[config.mk]
export PLATFORM = sky130hd
export DESIGN_NAME = pulse_trigger_gen_flat
export DESIGN_NICKNAME = d
export VERILOG_FILES = /design/src/rtl/pulse_trigger_gen_if.sv /design/src/rtl/pulse_trigger_gen.sv /design/src/flat_wrapper.sv
export SDC_FILE = /design/constraint.sdc
export NUM_CORES = 1
export LEC_CHECK = 0
export CORE_MARGIN = 2
export CORE_UTILIZATION = 35
export CTS_CLUSTER_SIZE = 24
export DETAILED_ROUTE_END_ITERATION = 7
export GPL_TIMING_DRIVEN = 0
export MAX_ROUTING_LAYER = met4
export PLACE_DENSITY = 0.54
export SYNTH_ARGS = -nofsm -noshare
export SYNTH_HDL_FRONTEND = slang
export SYNTH_SLANG_ARGS = --single-unit
[constraint.sdc]
create_clock -name clock -period 4.6 [get_ports clock]
set_input_delay 0.69 -clock clock [delete_from_list [all_inputs] [get_ports clock]]
set_output_delay 0.69 -clock clock [all_outputs]
set_load 0.01 [all_outputs]
[src/rtl/pulse_trigger_gen_if.sv]
// Control/status bundle for pulse_trigger_gen: trigger and phase settings in,
// pulse output and sequence status out.
interface pulse_trigger_gen_if #(
    parameter int unsigned CNT_W = 8,
    parameter int unsigned NUM_W = 4
);
    logic             on;
    logic             mode;
    logic [CNT_W-1:0] delay_len;
    logic [CNT_W-1:0] high_len;
    logic [CNT_W-1:0] low_len;
    logic [NUM_W-1:0] num_pulses;
    logic             signal;
    logic             busy;
    logic             done;
    logic [NUM_W-1:0] pulse_cnt;

    modport master (
        output on, mode, delay_len, high_len, low_len, num_pulses,
        input  signal, busy, done, pulse_cnt
    );

    modport slave (
        input  on, mode, delay_len, high_len, low_len, num_pulses,
        output signal, busy, done, pulse_cnt
    );
endinterface

[src/rtl/pulse_trigger_gen.sv]
// Programmable pulse generator: optional start delay, then a burst of N pulses or a
// continuous high/low train gated by the trigger level.
module pulse_trigger_gen #(
    parameter int unsigned CNT_W = 8,
    parameter int unsigned NUM_W = 4
) (
    input logic               clock,
    input logic               reset,
    pulse_trigger_gen_if.slave bus
);
    typedef enum logic [1:0] {StIdle, StDelay, StHigh, StLow} state_e;

    state_e           state_q, state_d;
    logic [CNT_W-1:0] cnt_q, cnt_d;
    logic [NUM_W-1:0] pulse_cnt_q, pulse_cnt_d;
    logic             on_q, signal_q, done_q;
    logic             mode_q;
    logic [CNT_W-1:0] high_q, low_q;
    logic [NUM_W-1:0] num_q;
    logic             start, latch_en, last_pulse;
    logic [NUM_W-1:0] pulse_inc;

    // Phase counter is loaded with length-1 so that a zero length behaves as one cycle.
    function automatic logic [CNT_W-1:0] len_m1(input logic [CNT_W-1:0] len);
        return (len == '0) ? '0 : len - CNT_W'(1);
    endfunction

    assign start      = bus.on & ~on_q;
    assign pulse_inc  = (pulse_cnt_q == '1) ? pulse_cnt_q : pulse_cnt_q + NUM_W'(1);
    assign last_pulse = (pulse_inc == num_q);

    always_comb begin
        state_d     = state_q;
        cnt_d       = cnt_q;
        pulse_cnt_d = pulse_cnt_q;
        latch_en    = 1'b0;
        unique case (state_q)
            StIdle: begin
                if (start) begin
                    latch_en    = 1'b1;
                    pulse_cnt_d = '0;
                    // A zero-pulse burst still passes through DELAY so it completes with done.
                    if (bus.delay_len != '0 || (!bus.mode && bus.num_pulses == '0)) begin
                        state_d = StDelay;
                        cnt_d   = len_m1(bus.delay_len);
                    end else begin
                        state_d = StHigh;
                        cnt_d   = len_m1(bus.high_len);
                    end
                end
            end
            StDelay: begin
                if (mode_q && !bus.on) begin
                    state_d = StIdle;
                end else if (cnt_q == '0) begin
                    if (!mode_q && num_q == '0) begin
                        state_d = StIdle;
                    end else begin
                        state_d = StHigh;
                        cnt_d   = len_m1(high_q);
                    end
                end else begin
                    cnt_d = cnt_q - CNT_W'(1);
                end
            end
            StHigh: begin
                if (cnt_q == '0) begin
                    pulse_cnt_d = pulse_inc;
                    if (mode_q ? !bus.on : last_pulse) begin
                        state_d = StIdle;
                    end else begin
                        state_d = StLow;
                        cnt_d   = len_m1(low_q);
                    end
                end else begin
                    cnt_d = cnt_q - CNT_W'(1);
                end
            end
            StLow: begin
                if (mode_q && !bus.on) begin
                    state_d = StIdle;
                end else if (cnt_q == '0) begin
                    state_d = StHigh;
                    cnt_d   = len_m1(high_q);
                end else begin
                    cnt_d = cnt_q - CNT_W'(1);
                end
            end
            default: state_d = StIdle;
        endcase
    end

    always_ff @(posedge clock) begin
        if (reset) begin
            state_q     <= StIdle;
            cnt_q       <= '0;
            pulse_cnt_q <= '0;
            on_q        <= 1'b0;
            signal_q    <= 1'b0;
            done_q      <= 1'b0;
            mode_q      <= 1'b0;
            high_q      <= '0;
            low_q       <= '0;
            num_q       <= '0;
        end else begin
            state_q     <= state_d;
            cnt_q       <= cnt_d;
            pulse_cnt_q <= pulse_cnt_d;
            on_q        <= bus.on;
            signal_q    <= (state_d == StHigh);
            done_q      <= (state_q != StIdle) && (state_d == StIdle);
            if (latch_en) begin
                mode_q <= bus.mode;
                high_q <= bus.high_len;
                low_q  <= bus.low_len;
                num_q  <= bus.num_pulses;
            end
        end
    end

    assign bus.signal    = signal_q;
    assign bus.busy      = (state_q != StIdle);
    assign bus.done      = done_q;
    assign bus.pulse_cnt = pulse_cnt_q;
endmodule

[src/flat_wrapper.sv]
// flat-port wrapper written by rule: the top's interface ports become plain ports
module pulse_trigger_gen_flat 
#(
    parameter int unsigned CNT_W = 8,
    parameter int unsigned NUM_W = 4
)
  (clock, reset, bus_on, bus_mode, bus_delay_len, bus_high_len, bus_low_len, bus_num_pulses, bus_signal, bus_busy, bus_done, bus_pulse_cnt);
  pulse_trigger_gen_if #(.CNT_W(CNT_W), .NUM_W(NUM_W)) bus_i ();
  input logic clock;
  input logic reset;
  input wire logic [$bits(bus_i.on)-1:0] bus_on;
  input wire logic [$bits(bus_i.mode)-1:0] bus_mode;
  input wire logic [$bits(bus_i.delay_len)-1:0] bus_delay_len;
  input wire logic [$bits(bus_i.high_len)-1:0] bus_high_len;
  input wire logic [$bits(bus_i.low_len)-1:0] bus_low_len;
  input wire logic [$bits(bus_i.num_pulses)-1:0] bus_num_pulses;
  output wire logic [$bits(bus_i.signal)-1:0] bus_signal;
  output wire logic [$bits(bus_i.busy)-1:0] bus_busy;
  output wire logic [$bits(bus_i.done)-1:0] bus_done;
  output wire logic [$bits(bus_i.pulse_cnt)-1:0] bus_pulse_cnt;
  assign bus_i.on = bus_on;
  assign bus_i.mode = bus_mode;
  assign bus_i.delay_len = bus_delay_len;
  assign bus_i.high_len = bus_high_len;
  assign bus_i.low_len = bus_low_len;
  assign bus_i.num_pulses = bus_num_pulses;
  assign bus_signal = bus_i.signal;
  assign bus_busy = bus_i.busy;
  assign bus_done = bus_i.done;
  assign bus_pulse_cnt = bus_i.pulse_cnt;
  pulse_trigger_gen #(.CNT_W(CNT_W), .NUM_W(NUM_W)) u_core (.clock(clock), .reset(reset), .bus(bus_i));
endmodule
After elaboration in Yosys (flattened, before gate mapping). Cells that the tools add are included.

Input bits: 32. Bits in registers: 38. Output and inout bits: 7.

Bitwise gates (word level): 2. Reduce and logical (&&, ||, !) cells: 22. Muxes and demuxes: 31. $add $sub $neg: 6. Eq/ne operators: 12.

Operators with widths (count): $mux W8 (13); $logic_not A8 Y1 (5); $sub A8 B1 Y8 const B (5); $pmux W8 S4 (1); $mux W2 (9); $mux W4 (3); $logic_not A4 Y1 (2); $pmux W2 S4 (1); $pmux W4 S2 (1); $reduce_bool A8 Y1 (1); $eq A2 B2 Y1 const B (3); $ne A3 B3 Y1 const B (2); $reduce_and A5 Y1 (1); $add A4 B1 Y4 const B (1); $eq A4 B4 Y1 (1); $eq A4 B4 Y1 const B (1); $logic_and A1 B1 Y1 (4); $logic_not A2 Y1 (2); $ne A2 B1 Y1 const B (2); $ne A2 B2 Y1 const B (2); $reduce_bool A2 Y1 (2); $logic_not A1 Y1 (3); $mux W1 (3); $reduce_and A3 Y1 (1); 4 further kinds (4).

Logic depth before layout (Yosys ltp).
Depth after elaboration: 9. Mapped depth: 10. Depth with buffers taken out: 9.

Worst setup path before layout. OpenSTA, ideal clock, no wires.

Kind: input-to-reg. Start point: input port bus_delay_len[0]. End point: register u_core.cnt_q[2]. Required time: 4.483 ns. Arrival: 2.524 ns. Path slack: 1.959 ns. Stages: 8. Cells stage by stage: inv_1 -> ha_1 -> nor4b_1 -> o211a_1 -> o21ai_0 -> a31oi_2 -> nand2_1 -> a32o_1.

Longest elaborated chain between the ends: 5. Elaborated cells on any way between the ends: 8. Those cells by class: 1 x add/sub; 4 x mux; 3 x reduce/logical.

Ends and longest elaborated chain: start: declaration (line flat_wrapper.sv:13) `input wire logic [$bits(bus_i.delay_len)-1:0] bus_delay_len;`; $sub A8 B1 Y8, or another cell as far along (line pulse_trigger_gen.sv:25) `return (len == '0) ? '0 : len - CNT_W'(1);`; $mux W8 or $logic_or A1 B1 Y1 (tied branches) (line pulse_trigger_gen.sv:25, pulse_trigger_gen.sv:43); $mux W8 (*) (line pulse_trigger_gen.sv:43) `if (bus.delay_len != '0 || (!bus.mode && bus.num_pulses == '0)) begin`; $mux W8 (*) (line pulse_trigger_gen.sv:39) `if (start) begin`; $pmux W8 S4 (*) (line pulse_trigger_gen.sv:37) `unique case (state_q)`; end signal: assignment (line pulse_trigger_gen.sv:107) `cnt_q <= cnt_d;`; end: declaration (line pulse_trigger_gen.sv:14) `logic [CNT_W-1:0] cnt_q, cnt_d;`.

Every way passes the cells marked *; elsewhere a longest branch is shown, timed or not. The select of a mux whose other input is x is not followed. A chain may end at the register's enable or synchronous reset.

Worst setup path after layout. Same ends and word-level chain as after synthesis.

==> flow_summary.rst <==
.. list-table::
   :header-rows: 1

   * - Metric
     - Value
   * - Leftover overflow at the end of global routing
     - 0
   * - Combinational group share of total power
     - 51.7%
   * - Arrival time of data at the critical path endpoint
     - 3.50 ns
   * - Count of max-cap constraint violations
     - 0
   * - First-pass GRT wire length
     - 12.0 mm
   * - Global-route total usage across every layer
     - 20.2%
   * - Cts-stage hold buffer count
     - 0
   * - Warnings, synthesis
     - 0
   * - Post-detailed-placement half-perimeter wirelength
     - 5.58 mm
   * - Final count of pins violating max slew
     - 0
   * - Std-Cell Rows
     - 31
   * - Worst setup path category
     - primary input to flop
   * - Setup slack after placement
     - 0.983 ns
   * - Final setup violation count
     - 0
   * - Critical path fanouts, max
     - 8
   * - Type of the worst min-delay path
     - flop to flop
   * - Remaining antenna violation count
     - 0
   * - Average via count per standard cell
     - 5.30
   * - DR WL/cell
     - 15.1 microns
   * - Synthesized netlist cell count
     - 335
   * - Commonest non-fill, non-tap cell in the layout
     - sky130_fd_sc_hd__nand2_1
   * - Min Clock Period, post-route
     - 3.31 ns
   * - Async set or reset register ratio after synthesis
     - 0%
   * - Kind of end point of the critical path
     - flop
   * - Worst-path cell chain
     - clkdlybuf4s50_1 > inv_1 > ha_1 > nor4b_1 > o211a_1 > o21ai_0 > a31oi_2 > nand2_1 > a32o_1
   * - Highest attainable clock frequency
     - 302 MHz
   * - Kind of cell adding the most delay to the critical path
     - compound AO/OA/AOI/OAI gates
   * - Ratio of cells with drive above 1 in the final layout
     - 5.54%
   * - Post-CTS Setup Bufs
     - 0
   * - Final #Nets
     - 419
   * - Std-Cell Core Area
     - 7140 sq um
   * - GPL Wtd Cong
     - 0.818
   * - Worst skew pair latency
     - 0.29 ns
   * - Design area
     - 3110 sq um
   * - Port bufs
     - 37
   * - Maximum clock path buffer count
     - 2
   * - Die Area
     - 7950 sq um
   * - Biggest cell delay along the critical path
     - 0.53 ns
   * - Worst Slack Setup Final
     - 1.29 ns
   * - CP Data Required Time
     - 4.79 ns
   * - Switching Power
     - 0.626 mW
   * - Layout Skew
     - 0.00732 ns
   * - Total wire length
     - 7.19 mm
   * - Post-synth EDFFs
     - 0
   * - Synth Area per Inst
     - 7.57 sq um
   * - Number of buffers created by CTS
     - 5
   * - Via count
     - 2,534
   * - Reported leakage power
     - 1.13 nW
   * - Number of DRC violations after detailed routing
     - 0
   * - Worst VDD drop
     - 0.176 mV
   * - Vertical die dimension
     - 89.1 microns
   * - DR pass1 iterations
     - 4
   * - TritonCTS clock tree
     - done
   * - Number of antenna violations at the first check in global routing
     - 0
   * - Final critical-path share of the clock period
     - 71.9%
   * - RSZ-0062 raised after global routing
     - no
   * - Netlist area before placement
     - 2540 sq um
   * - Total clock sinks
     - 38
   * - Number of placed I/O pins
     - 39
   * - Max-Slew Margin vs Limit
     - 35.3%
   * - Slowest stage cell, crit path
     - sky130_fd_sc_hd__nor4b_1
   * - Post-CTS clock slew at the launch and capture registers of the worst setup and hold paths
     - 0.08 ns
   * - Buffer cell driving the clock tree root
     - sky130_fd_sc_hd__clkbuf_8
   * - Pin count of the biggest net entering global routing
     - 12
   * - Buf/Inv on CP
     - 2
   * - Synthesized Nets
     - 375
   * - Proportion of power drawn by flip-flops and latches
     - 32.2%
   * - Status
     - finished, final reports clean
   * - Number of DRC markers after the initial detailed-route iteration
     - 172
   * - Power per cell area
     - 454 nW/um^2
   * - H-Tree Level Count
     - 2
   * - Critical path launch point type
     - primary input
   * - Count of final hold-check violations
     - 0
   * - ANT cells
     - 0
   * - Register bit total from synthesis
     - 38
   * - Clock power share
     - 16.0%
   * - Internal portion of total power
     - 0.787 mW
   * - Slew @ Worst Pin
     - 0.963 ns
   * - Syn-to-layout area delta
     - 22.6%
   * - Net switching fraction of the power
     - 44.3%
   * - Fill count
     - 741
   * - Initial Util
     - 35.6%
   * - Primary flip-flop cell chosen by synthesis mapping
     - sky130_fd_sc_hd__dfxtp_1
   * - Final hold slack
     - 0.478 ns
   * - Area after detailed placement
     - 3030 sq um
   * - Sequential share of the synthesized area
     - 30.0%
   * - Cells resized by post-CTS repair
     - 0
   * - Most frequent cells in the layout
     - sky130_fd_sc_hd__nand2_1, sky130_fd_sc_hd__dfxtp_1, sky130_fd_sc_hd__a21oi_1, sky130_fd_sc_hd__clkdlybuf4s50_1, sky130_fd_sc_hd__nor2_1
   * - Total negative slack
     - 0 ns
   * - Cell variety after synth
     - 53
   * - Vias in the first global route
     - 2,347
   * - Die width
     - 89.1 microns
-- path summary, 6_finish.rpt --
kind	start	to	slack (ns)	cells after the start
setup reg to reg	u_core.bus.pulse_cnt[0]	u_core.cnt_q[2]	1.65	8
hold reg to reg	u_core.low_q[0]	u_core.low_q[0]	0.48	2
hold / removal	u_core.low_q[0]	u_core.low_q[0]	0.48	2
setup / recovery	bus_delay_len[0]	u_core.cnt_q[2]	1.29	9
-- registers in the layout, indices dropped and copies added, names as in the netlist, 2 cells and up --
register,cells
u_core.cnt_q,8
u_core.high_q,8
u_core.low_q,8
u_core.bus.pulse_cnt,4
u_core.num_q,4
u_core.state_q,2
-- power by group through the flow --
stage	sequential (mW)	combinational (mW)	clock [mW]
6_report	0.456	0.731	0.227
3_3_place_gp	0.460	0.719	0
4_1_cts	0.454	0.729	0.236
5_1_grt	0.466	0.825	0.249
2_1_floorplan	0.447	0.528	0
3_5_place_dp	0.462	0.726	0
-- layout make-up --
type                    instances  area, sq um  share of cell area, %
multi-input cells             268         1670                   53.6
flip-flops and latches         38          761                   24.5
repair buffers                 37          370                   11.9
well taps                      99          124                   3.98
clock buffers                   5         68.8                   2.21
inverters                      17         63.8                   2.05
plain buffers                  12         45.0                   1.45
clock inverters                 2         10.0                  0.322
-- tightest hold or removal path: stages, from the launching register on --
cell and delay (ns):
sky130_fd_sc_hd__dfxtp_1 0.33, sky130_fd_sc_hd__nand2_1 0.06, sky130_fd_sc_hd__a21oi_1 0.05
-- synth_stat cells, drive strengths merged (3+ instances only) --
cell type | number | area, sq um
ha | 8 | 100
nor4 | 5 | 31.3
nor3b | 6 | 50.1
dfxtp | 38 | 761
a211oi | 4 | 35.0
inv | 17 | 63.8
nor2b | 3 | 18.8
a311oi | 3 | 26.3
nand3b | 3 | 22.5
clkbuf | 11 | 41.3
xnor2 | 13 | 114
nor3 | 15 | 75.1
or4 | 4 | 30.0
xor2 | 11 | 96.3
o31ai | 5 | 37.5
and3 | 3 | 20.0
a21oi | 37 | 185
a32o | 3 | 30.0
nand3 | 5 | 30.0
o22ai | 12 | 75.1
nand2 | 61 | 229
nor2 | 25 | 93.8
nand2b | 5 | 31.3
a31oi | 3 | 25.0
o21ai | 8 | 40.0
-- routing by layer --
layer  global-route usage [%]  vias up  routed length (microns)
met4                     5.70        0                      100
met1                     27.7     1168                     3540
met2                     30.3       52                     3280
met5                        -        -                        0
li1                         -     1306                        -
met3                     3.69        8                      275
-- through the flow --
stage               power [mW]  util [%]  std cells
floorplan                0.976         -        335
global placement          1.18      42.5        471
detailed placement        1.19      42.5        471
CTS                       1.42      43.6        478
global route              1.54      43.6        478
finish                    1.41      43.6        478
-- cells by family after synthesis --
kind of cell	count (synthesis)	synth area share, %
AND/OR/NAND/NOR	143	27.5
AO/OA/AOI/OAI	93	26.0
flip-flops	38	30.0
buffers and inverters	29	4.29
XOR/XNOR	24	8.28
adder cells (fa/ha/maj)	8	3.94
Note: power is estimated with default switching activity, not from simulation.
